`config.mk`:
```
export PLATFORM = sky130hd
export DESIGN_NAME = vga_fb_prefetch
export DESIGN_NICKNAME = d
export VERILOG_FILES = /design/src/rtl/vga_pkg.sv /design/src/rtl/fb_prefetch_fifo.sv /design/src/rtl/vga_fb_prefetch.sv
export SDC_FILE = /design/constraint.sdc
export NUM_CORES = 1
export LEC_CHECK = 0
export ABC_AREA = 1
export CAP_MARGIN = 20
export CORE_MARGIN = 5
export CORE_UTILIZATION = 50
export DETAILED_ROUTE_END_ITERATION = 10
export PLACE_DENSITY_LB_ADDON = 0.15
export SYNTH_ARGS = -nofsm -noshare
export SYNTH_HDL_FRONTEND = slang
export SYNTH_HIERARCHICAL = 1
export SYNTH_SLANG_ARGS = --single-unit
```
`constraint.sdc`:
```
create_clock -name iVGA_CLK -period 7.57 [get_ports iVGA_CLK]
set_input_delay 1.514 -clock iVGA_CLK [delete_from_list [all_inputs] [get_ports iVGA_CLK]]
set_output_delay 1.514 -clock iVGA_CLK [all_outputs]
set_load 0.02 [all_outputs]
```
`src/rtl/vga_pkg.sv`:
```
// rtl/vga_pkg.sv - shared VGA framebuffer geometry and word/address types
package vga_pkg;

  localparam int H_ACTIVE    = 640;
  localparam int V_ACTIVE    = 480;
  localparam int PX_PER_WORD = 4;
  localparam int FRAME_WORDS = H_ACTIVE * V_ACTIVE / PX_PER_WORD;

  typedef logic [31:0] px_word_t;
  typedef logic [18:0] word_addr_t;

endpackage

```
`src/rtl/fb_prefetch_fifo.sv`:
```
// rtl/fb_prefetch_fifo.sv - prefetch FIFO with flush and two combinational peek ports
module fb_prefetch_fifo
  import vga_pkg::*;
#(
  parameter int DEPTH = 16,
  localparam int AW = $clog2(DEPTH)
) (
  input  logic          iVGA_CLK,
  input  logic          iRST,
  input  logic          push,
  input  logic [31:0]   push_data,
  input  logic          pop,
  input  logic          flush,
  output logic [AW:0]   count,
  output logic [31:0]   peek0,
  output logic [31:0]   peek1
);

  px_word_t        mem [DEPTH];
  logic [AW-1:0]   rd_ptr;
  logic [AW-1:0]   wr_ptr;
  logic [AW-1:0]   rd_ptr_nx;

  assign rd_ptr_nx = rd_ptr + 1'b1;
  assign peek0     = mem[rd_ptr];
  assign peek1     = mem[rd_ptr_nx];

  always_ff @(posedge iVGA_CLK) begin
    if (iRST || flush) begin
      rd_ptr <= '0;
      wr_ptr <= '0;
      count  <= '0;
    end else begin
      if (push) begin
        mem[wr_ptr] <= push_data;
        wr_ptr      <= wr_ptr + 1'b1;
      end
      if (pop) begin
        rd_ptr <= rd_ptr_nx;
      end
      count <= count + {{AW{1'b0}}, push} - {{AW{1'b0}}, pop};
    end
  end

  // The issue rule bounds count+inflight, so these can only fire on a broken caller.
  always_ff @(posedge iVGA_CLK) begin
    if (!iRST && !flush) begin
      assert (!(push && !pop && count == (AW+1)'(DEPTH)));
      assert (!(pop && count == '0));
    end
  end

endmodule

```
`src/rtl/vga_fb_prefetch.sv`:
```
// rtl/vga_fb_prefetch.sv - framebuffer word prefetcher feeding the VGA scan with zero-latency reads
module vga_fb_prefetch
  import vga_pkg::*;
#(
  parameter int FRAME_WORDS = vga_pkg::FRAME_WORDS,
  parameter int DEPTH       = 16,
  parameter int MEM_AW      = 24,
  parameter int BASE_WORD   = 0
) (
  input  logic              iVGA_CLK,
  input  logic              iRST,
  input  logic [18:0]       iREAD_ADDR,
  output logic [31:0]       oREAD_DATA,
  output logic              oMEM_REQ,
  output logic [MEM_AW-1:0] oMEM_ADDR,
  input  logic              iMEM_ACK,
  input  logic              iMEM_RVALID,
  input  logic [31:0]       iMEM_RDATA,
  output logic              oUNDERFLOW
);

  localparam int AW = $clog2(DEPTH);
  localparam int CW = AW + 1;

  word_addr_t    head_addr;
  word_addr_t    fetch_idx;
  word_addr_t    fetch_nx;
  word_addr_t    d;
  logic [CW-1:0] count;
  logic [CW-1:0] count_nx;
  logic [CW-1:0] inflight;
  logic [CW-1:0] inflight_nx;
  logic [CW-1:0] drop_cnt;
  logic [CW-1:0] drop_nx;
  logic [CW:0]   budget_nx;
  logic [31:0]   peek0;
  logic [31:0]   peek1;
  logic          restart;
  logic          xfer;
  logic          push;
  logic          pop;
  logic          miss;
  logic          req_nx;

  assign d       = iREAD_ADDR - head_addr;
  assign restart = (iREAD_ADDR == '0) && (head_addr != '0);
  assign xfer    = oMEM_REQ && iMEM_ACK;
  assign push    = iMEM_RVALID && (drop_cnt == '0) && !restart;
  assign pop     = (d == 19'd1) && (count != '0) && !restart;

  // An empty FIFO at d==0 is the frame-start fill window, not a miss; every
  // later starvation surfaces at the d==1 step before the head pops.
  assign miss = !restart && ((d > 19'd1) || ((d == 19'd1) && (count < CW'(2))));

  always_comb begin
    oREAD_DATA = '0;
    if ((d == 19'd0) && (count != '0)) begin
      oREAD_DATA = peek0;
    end else if ((d == 19'd1) && (count >= CW'(2))) begin
      oREAD_DATA = peek1;
    end
  end

  assign inflight_nx = inflight + {{AW{1'b0}}, xfer} - {{AW{1'b0}}, iMEM_RVALID};
  assign count_nx    = restart ? '0 : count + {{AW{1'b0}}, push} - {{AW{1'b0}}, pop};
  assign fetch_nx    = restart ? '0 : fetch_idx + 19'(xfer);
  assign budget_nx   = {1'b0, count_nx} + {1'b0, inflight_nx};
  assign req_nx      = (fetch_nx < 19'(FRAME_WORDS)) && (budget_nx < (CW+1)'(DEPTH));

  // After a restart everything still outstanding belongs to the old scan.
  always_comb begin
    drop_nx = drop_cnt;
    if (restart) begin
      drop_nx = inflight_nx;
    end else if (iMEM_RVALID && (drop_cnt != '0)) begin
      drop_nx = drop_cnt - 1'b1;
    end
  end

  always_ff @(posedge iVGA_CLK) begin
    if (iRST) begin
      head_addr  <= '0;
      fetch_idx  <= '0;
      inflight   <= '0;
      drop_cnt   <= '0;
      oMEM_REQ   <= 1'b0;
      oMEM_ADDR  <= MEM_AW'(BASE_WORD);
      oUNDERFLOW <= 1'b0;
    end else begin
      head_addr  <= restart ? '0 : head_addr + 19'(pop);
      fetch_idx  <= fetch_nx;
      inflight   <= inflight_nx;
      drop_cnt   <= drop_nx;
      oMEM_REQ   <= req_nx;
      oMEM_ADDR  <= MEM_AW'(BASE_WORD) + MEM_AW'(fetch_nx);
      oUNDERFLOW <= oUNDERFLOW | miss;
    end
  end

  fb_prefetch_fifo #(
    .DEPTH (DEPTH)
  ) u_fifo (
    .iVGA_CLK  (iVGA_CLK),
    .iRST      (iRST),
    .push      (push),
    .push_data (iMEM_RDATA),
    .pop       (pop),
    .flush     (restart),
    .count     (count),
    .peek0     (peek0),
    .peek1     (peek1)
  );

endmodule
```
Word-level counts from Yosys, hierarchy flattened --
Memory sizes are Yosys's and may differ from the RTL's. A register that Yosys moved wholly into a read port is not among the register bits. Cells that the tools add are included.
Storage, ports and cells: memory bits (read-only) 0, latch bits 0, memories 1, memory bits (writable) 512, word-level logic and storage cells 63, bits in registers 68
Operators by class: multiplexer cells 11, shift operators 0, order comparisons 5, bitwise gates (word level) 1, add/sub/neg operators 11, equality and inequality tests 1, div/mod/pow operators 0, multipliers 0, reductions and logical operators 23
Memory list:
- u_fifo.mem | depth 16, bits a word 32, read ports 2, clocked after Yosys merged registers in 1, wr ports 1, RTL line fb_prefetch_fifo.sv:19 | px_word_t mem [DEPTH];
Operators by type and width (count):
- 2-to-1 mux 32 bit | 2
- adder 19 x 1 -> 19 bit | 2
- zero test 19 bit | 2
- == test 19 x 1 -> 1 bit, second input constant | 1
- greater-than comparator 19 x 1 -> 1 bit, second input constant | 1
- < comparator 19 x 17 -> 1 bit, second input constant | 1
- 2-to-1 mux 19 bit | 1
- nonzero test 19 bit | 1
- subtractor 19 bit | 1
- 2-to-1 mux 5 bit | 3
- logical AND 1 bit | 12
- adder 5 x 1 -> 5 bit | 2
- nonzero test 5 bit | 2
- subtractor 5 x 1 -> 5 bit | 2
- adder 4 x 1 -> 4 bit, second input constant | 2
- 2-to-1 mux 4 bit | 2
- adder 5 x 5 -> 6 bit | 1
- < comparator 6 x 5 -> 1 bit, second input constant | 1
- greater-or-equal comparator 5 x 2 -> 1 bit, second input constant | 1
- zero test 5 bit | 1
- < comparator 5 x 2 -> 1 bit, second input constant | 1
- subtractor 5 x 1 -> 5 bit, second input constant | 1
- 2-to-1 mux 1 bit | 3
- logical OR 1 bit | 2
- other kinds (4) | 4

Depth between registers and ports, before layout --
Gate-level depths: netlist of run 1.
depth after elaboration 10, gate-level depth with buffers 33, depth with buffers taken out 33

Cells and area by module --
Netlist of run 1, hierarchy kept.
By module, submodules not included:
- fb_prefetch_fifo | instances 1, cells an instance 3343, area an instance 27652.8 um^2, seq. area each 15715.1 um^2
- vga_fb_prefetch | instances 1, cells an instance 834, area an instance 5004.8 um^2, seq. area each 1001.0 um^2

Worst setup path before layout of run 1 --
Ideal clock, no wire load.
path type input-to-reg, from input port iREAD_ADDR[15], to memory u_fifo/mem[10][0] in the netlist's numbering (enable), stages 11, path slack 2.062 ns, arrival time 5.047 ns, required time 7.109 ns, cells stage by stage nor3_1 -> nand3_1 -> nor2_1 -> nand2_1 -> inv_1 -> clkbuf_1 -> buf_1 -> nor2_1 -> inv_1 -> clkbuf_1 -> nor3_1
Between the ends: cells in the longest elaborated chain, start to end 7, elaborated cells between the ends (all ways) 8
RTL lines:
- start: declaration | RTL line vga_fb_prefetch.sv:12 | input logic [18:0] iREAD_ADDR,
- zero test 19 bit * | RTL line vga_fb_prefetch.sv:46 | assign restart = (iREAD_ADDR == '0) && (head_addr != '0);
- logical AND 1 bit * | RTL line vga_fb_prefetch.sv:46
- via restart | RTL line vga_fb_prefetch.sv:38 | logic restart;
- zero test 1 bit
- logical AND 1 bit | RTL line vga_fb_prefetch.sv:48 | assign push = iMEM_RVALID && (drop_cnt == '0) && !restart;
- 2-to-1 mux 1 bit | RTL line fb_prefetch_fifo.sv:34 | if (push) begin
- 2-to-1 mux 1 bit * | RTL line fb_prefetch_fifo.sv:29 | if (iRST || flush) begin
- 2-to-1 mux 1 bit (implied by the code) * | RTL line fb_prefetch_fifo.sv:35 | mem[wr_ptr] <= push_data;
- end: declaration | RTL line fb_prefetch_fifo.sv:19
The timed path passes the listed nets; every way through them passes the cells marked *.

Worst setup path in the final report of run 1 --
from input port iREAD_ADDR[0], to output port oREAD_DATA[13]
Between the ends: cells in the longest elaborated chain, start to end 5, elaborated cells between the ends (all ways) 7
RTL lines:
- subtractor 19 bit * | RTL line vga_fb_prefetch.sv:45 | assign d = iREAD_ADDR - head_addr;
- == test 19 x 1 -> 1 bit | RTL line vga_fb_prefetch.sv:59 | end else if ((d == 19'd1) && (count >= CW'(2))) begin
- logical AND 1 bit | RTL line vga_fb_prefetch.sv:59
- 2-to-1 mux 32 bit | RTL line vga_fb_prefetch.sv:59
- 2-to-1 mux 32 bit * | RTL line vga_fb_prefetch.sv:57 | if ((d == 19'd0) && (count != '0)) begin
- end: declaration | RTL line vga_fb_prefetch.sv:13 | output logic [31:0] oREAD_DATA,
Every way passes the cells marked *; elsewhere a longest branch is shown, timed or not.

==> impl_metrics.ini, run 1 <==
[critical_path]
cp-start-kind = input port
end_kind = output pin
critical_path.max_stage_delay_ns = 0.62
crit_path_max_fanout = 12
cp.required_ns = 6.06
cp.arrival_ns = 5.39
path_common_cell = nand2_1
r2r_slack_ns = 2.79
slowest_stage = clkdlybuf4s50_1
crit_family = buffers and inverters
crit_chain = clkdlybuf4s50_1 -> inv_1 -> ha_1 -> fa_1 -> inv_1 -> nand3_1 -> nand2_1 -> nand2_1 -> nand2_1 -> nand2_1 -> nand2_1 -> nand2_1 -> nand2_1 -> nand3_1 -> nor2_2 -> inv_2 -> nor2_4 -> o21ai_4 -> buf_16 -> buf_4 -> o21ai_1 -> clkdlybuf4s50_1
crit_type = input port to output pin
cp.buffers_inverters = 7

[power_and_ir_drop]
internal_power_mw = 5.57
net-switching-power_mw = 1.86
power.density_nw_per_um2 = 203
vdd.ir_drop.worst_mv = 0.151
sw_frac_of_total_pct = 25.0
clkPwrFrac_pct = 40.1
p_seq_share_pct = 48.7
p_leak_nw = 16.0
combPwrFrac_pct = 11.1

[cts]
post_cts_resized = 0
ctsHtreeMaxLevel = 3
cts-root-buf = clkbuf_16
post_cts_buffers = 0
cts_made_buffers = 66
cts_tree = done
clkTransAtPathRegs_ns = 0.06
clk_latency_ns = 0.60
clock_sinks = 579
cts_buffer_depth = 3
hold_buffers = 0

[logic_synthesis]
async_flop_share_pct = 0
synth.top_cell.area_share_pct = 47.1
yosysMostFrequentCell = nand2_1
yosysTopAreaCell = edfxtp_1
ys_types = 48
synth_flop_cell = edfxtp_1
syn_avg_cell_area_um2 = 7.82
synth_warnings = 6
yosys_register_bits = 579
synthTopCellsByArea = edfxtp_1 (47%), nand3_1 (15%), nand2_1 (15%), inv_1 (8.0%), dfxtp_1 (4.1%)
synth.yosys.seq_area_share_pct = 51.2
syn-cell-area_um2 = 32700
yosys-top-cells-count = nand2_1 (1290), nand3_1 (977), inv_1 (698), edfxtp_1 (512), clkbuf_1 (124)
synth_edf_count = 512
syn_inst = 4177

[die]
std_cell_rows = 93
die_area_um2 = 70500
boundaryPins = 113
fp.dieW_um = 266
initial_utilization_pct = 50.6
fp.coreArea_um2 = 64600
fp.dieH_um = 266

[route]
first_iter_violations = 2862
vias = 28100
first_pass_iters = 6
wirelength_um = 98300
ant_nets = 0
wl_per_cell_um = 19.3
drc = 0
detail_route.vias_per_cell = 5.51

[sta]
finClkSkew_ns = 0.0182
rsz0062_at_grt = false
fin_tns_setup_ns = 0
hold_ws_ns = 0.467
hold_viol = 0
fin_crit_sh_pct = 91.1
slew_headroom_pct = 22.8
fin_crit_ns = 6.90
tightest_slew_ns = 1.16
max_freq_ghz = 0.145
drv_slew = 0
finalSetupViolCount = 0

[global_route]
grt_pass1_wl_um = 149000
grt_max_degree = 191
grt_pass1_vias = 25900
grt-ovfl-total = 0
grt_usage_pct = 26.9
antenna_found_initial = 5

[placed_design]
gp_congestion = 0.843
numPortBuffers = 107
dpl.hpwl_um = 53000

[final_layout]
nNetsFinal = 4292
area_growth_pct = 12.0
drive_above_1_share_pct = 5.34

[outcome]
status = complete, no violations

[job]
cap_violations = 0

[min_path]
min_path_type = register to register
## through the flow
| step | power, mW | instance area, um^2 | instances | worst slack [ns] | util, % |
|---|---|---|---|---|---|
| after floorplan | 4.23 | 32700 | 4181 | 2.06 | - |
| after global placement | 4.50 | 34500 | 4969 | 0.698 | 53.5 |
| after detailed placement | 4.52 | 34500 | 4969 | 0.647 | 53.5 |
| after CTS | 7.49 | 36500 | 5088 | 0.641 | 56.6 |
| after global routing | 7.73 | 36600 | 5092 | 0.396 | 56.6 |
| final | 7.43 | 36600 | 5093 | 0.670 | 56.6 |
## power groups by stage
stage	Combinational (mW)	Clock (mW)	Sequential, mW
6_report	0.827	2.98	3.62
5_1_grt	0.944	3.16	3.63
4_1_cts	0.834	3.03	3.62
2_1_floorplan	0.551	0	3.68
3_3_place_gp	0.821	0	3.68
3_5_place_dp	0.830	0	3.69
## final cells by class
cell class | count | area [um^2]
tap | 855 | 1070
inverter | 708 | 2680
clock inverter | 36 | 234
multi-input combinational | 2661 | 12500
sequential | 579 | 16700
timing repair buffer | 167 | 1590
antenna | 4 | 10.0
fill | 5929 | 28000
clock buffer | 83 | 1770
## per-layer routing
metal	up-vias	routed length (um)	GRT usage, %
met5	-	11	0
met4	2	3280	9.38
met3	223	9280	4.64
met2	1384	46000	45.1
met1	13000	39700	35.7
li1	13500	-	-
## layout by cell type (no fill, tap or decap), types with 36 or more instances in the layout
cell type / instances
nand2_1: 1290
nand3_1: 977
inv_1: 694
edfxtp_1: 512
clkdlybuf4s50_1: 107
nor2_1: 94
clkbuf_16: 67
dfxtp_1: 62
buf_4: 55
ha_1: 49
a21oi_1: 36
## logic make-up after synthesis
logic type,Yosys count,share of synthesized area (%)
AO/OA/AOI/OAI,105,1.73
XOR/XNOR,23,0.640
adder cells (fa/ha/maj),54,2.16
buffers and inverters,941,11.2
flip-flops,579,51.2
other,1,0.0115
AND/OR/NAND/NOR,2474,33.1
## final timing paths
kind                                     from              to  cells past startpoint
worst max register to register   head_addr[0]        oMEM_REQ                     30
worst min register to register     oUNDERFLOW      oUNDERFLOW                      2
worst min-delay path               oUNDERFLOW      oUNDERFLOW                      2
worst max-delay path            iREAD_ADDR[0]  oREAD_DATA[13]                     22
## flip-flops by register name, indices dropped and copies added (netlist names), named ones only
register and count:
drop_cnt 5, fetch_idx 19, head_addr 19, inflight 5, oMEM_REQ 1, oUNDERFLOW 1, u_fifo/count 5, u_fifo/mem 512
u_fifo/rd_ptr 4, u_fifo/wr_ptr 4
## worst reg2reg max path, delay by kind of cell (launching register included)
kind	cells	cell delay (ns)
simple gates	19	1.98
fa+ha+maj	5	1.30
buf+inv	3	0.47
compound gates	2	0.41
flops	1	0.40
xor+xnor	1	0.14
Power figures use the tool's default switching activity.
==> run 2, diff against run 1 <==
ABC_AREA = 0   (was 1)
CAP_MARGIN = unset   (was 20)
RECOVER_POWER = 25   (was unset)
==> run 2 against run 1 <==
Area after synthesis decreased by 12%; wire length decreased by 25%; critical path depth decreased by 8; utilization increased by 0.64 points; synthesized cell count decreased by 58%; worst setup slack got worse by 0.18 ns; first-iteration DRC count decreased by 48%; clock skew increased by 0.031 ns; non-clock buffer count decreased by 21; largest cell class unchanged; highest routed layer unchanged.
==> impl_metrics.ini, run 2 <==
[logic_synthesis]
yosysTopAreaCell = edfxtp_1
synth_edf_count = 512
synthTopCellsByArea = edfxtp_1 (53%), mux4_2 (21%), dfxtp_1 (4.7%), mux4_1 (2.2%), ha_1 (2.2%)
yosys-top-cells-count = edfxtp_1 (512), mux4_2 (264), nor2_1 (126), inv_1 (122), dfxtp_1 (67)
async_flop_share_pct = 0
synth_flop_cell = edfxtp_1
yosysMostFrequentCell = edfxtp_1
yosys_register_bits = 579
ys_types = 85
syn_avg_cell_area_um2 = 16.4
synth.top_cell.area_share_pct = 53.3
synth_warnings = 6
synth.yosys.seq_area_share_pct = 58.0
syn_inst = 1759
syn-cell-area_um2 = 28800

[route]
first_pass_iters = 5
drc = 0
vias = 17200
wl_per_cell_um = 27.6
first_iter_violations = 1500
wirelength_um = 73900
ant_nets = 0
detail_route.vias_per_cell = 6.42

[final_layout]
largest_reg_flops = 512
final_cell_mix = edfxtp_1 (512), mux4_2 (264), inv_1 (122), nor2_1 (109), clkdlybuf4s50_1 (86)
largest_register = u_fifo/mem
final_common_cell = edfxtp_1
nNetsFinal = 1968
drive_above_1_share_pct = 23.8
area_growth_pct = 14.0
top_regs = u_fifo/mem x512, fetch_idx x19, head_addr x19

[cts]
clkTransAtPathRegs_ns = 0.06
cts_tree = done
clock_sinks = 579
post_cts_buffers = 0
cts-root-buf = clkbuf_16
ctsHtreeMaxLevel = 2
clk_latency_ns = 0.65
cts_buffer_depth = 3
cts_made_buffers = 61

[die]
die_area_um2 = 62600
initial_utilization_pct = 50.3
fp.dieW_um = 250
fp.dieH_um = 250
fp.coreArea_um2 = 57400
std_cell_rows = 88
boundaryPins = 113

[sta]
fin_crit_sh_pct = 93.5
finalSetupViolCount = 0
slew_headroom_pct = 14.5
drv_slew = 0
tightest_slew_ns = 1.28
fin_crit_ns = 7.08
hold_viol = 0
fin_tns_setup_ns = 0
max_freq_ghz = 0.141
rsz0062_at_grt = false
finClkSkew_ns = 0.0489

[min_path]
min_path_type = register to register

[critical_path]
crit_start = iREAD_ADDR[0]
crit_type = input port to output pin
r2r_slack_ns = 2.05
ff2ff_path_depth = 20
path_common_cell = clkdlybuf4s50_1
crit_chain = clkdlybuf4s50_1 -> inv_1 -> ha_1 -> fa_1 -> and2b_1 -> a2bb2oi_1 -> o211a_1 -> nand2_1 -> a2111oi_0 -> nand4_1 -> and4b_1 -> nand2_8 -> nor2_1 -> clkdlybuf4s50_1
crit_path_max_fanout = 32
critical_path.max_stage_delay_ns = 0.63
reg2reg_to = oMEM_REQ
cp.arrival_ns = 5.57
r2r_start = head_addr[8]
end_kind = output pin
cp-start-kind = input port
crit_end = oREAD_DATA[31]
slowest_stage = clkdlybuf4s50_1
cp.required_ns = 6.06

[power_and_ir_drop]
p_leak_nw = 10.4
power_mw = 7.48
power.density_nw_per_um2 = 228
vdd.ir_drop.worst_mv = 0.220

[global_route]
grt-ovfl-total = 0
grt_pass1_wl_um = 111000
grt_pass1_vias = 17500
antenna_found_initial = 6
grt_max_degree = 73
grt_usage_pct = 23.3

[placed_design]
gp_congestion = 0.873
dpl.hpwl_um = 42800
numPortBuffers = 107

[outcome]
status = complete, no violations

[job]
cap_violations = 0
-- run 2: cell types whose count changed after synthesis, moves of 32 or more --
cell,before,now
o221ai_1,0,32
inv_1,698,122
clkbuf_1,124,52
buf_1,40,4
nand3_1,977,22
nand2_1,1290,44
a22oi_1,0,63
mux4_2,0,264
-- run 2: layout make-up --
| class | instances | area, um^2 |
|---|---|---|
| clock buffer | 73 | 1620 |
| fill | 4381 | 24500 |
| clock inverter | 41 | 374 |
| multi-input combinational | 947 | 11300 |
| tap | 765 | 957 |
| inverter | 124 | 465 |
| sequential | 579 | 16700 |
| antenna | 3 | 7.51 |
| timing repair buffer | 146 | 1410 |
-- run 2: worst min path at each step --
stage,slack [ns],depth (start not counted),endpoint,start
finish,0.46,2,oUNDERFLOW,oUNDERFLOW
global route,0.51,2,oUNDERFLOW,oUNDERFLOW
CTS,0.47,2,oUNDERFLOW,oUNDERFLOW
detailed placement,0.46,2,oUNDERFLOW,oUNDERFLOW
global placement,0.46,2,oUNDERFLOW,oUNDERFLOW
floorplan,0.47,2,head_addr[11],head_addr[11]
-- run 2: kinds of logic (layout without fill, tap and decap cells) --
| logic type | count (synthesis) | count (layout) | synth area share, % |
|---|---|---|---|
| DFF | 579 | 579 | 58.0 |
| buffers and inverters | 237 | 384 | 3.76 |
| other | 1 | 8 | 0.0130 |
| and+or+nand+nor | 317 | 317 | 5.37 |
| xor gates and xnor gates | 46 | 46 | 1.40 |
| muxes | 291 | 291 | 22.9 |
| AOI/OAI and AO/OA | 234 | 234 | 6.09 |
| adders and majority gates | 54 | 54 | 2.45 |
-- run 2: worst max-delay path: cells and delay by family --
| kind | cells | cell delay [ns] |
|---|---|---|
| buffers and inverters | 3 | 1.16 |
| adder cells (fa/ha/maj) | 2 | 0.59 |
| AO/OA/AOI/OAI | 3 | 0.84 |
| AND/OR/NAND/NOR | 6 | 1.45 |
-- run 2: per-stage QoR --
step	std cells	util [%]	setup WS (ns)	cell area, um^2	hold slack [ns]
floorplan	1763	-	1.57	28800	0.469
global placement	2561	53.7	0.294	30800	0.456
detailed placement	2561	53.7	0.198	30800	0.459
CTS	2675	57.2	0.193	32800	0.469
global route	2676	57.3	0.124	32800	0.510
finish	2678	57.3	0.489	32800	0.465
-- run 2: power breakdown --
part | total, mW | internal, mW | switching, mW
registers | 3.61 | 3.56 | 0.0461
logic | 0.918 | 0.364 | 0.553
clock network | 2.96 | 1.70 | 1.26
-- run 2: routing by layer --
layer	global-route usage, %	wire, um
met1	31.3	29700
met2	39.6	37200
met3	4.13	4990
met4	6.86	1960
met5	0	21
-- run 2: timing repair --
action | 4_1_cts | 5_1_grt
hold buffers | 0 | 0
setup endpoints to repair | 0 | 32
endpoints found under the hold margin | 0 | 0
resized for setup | 0 | 3
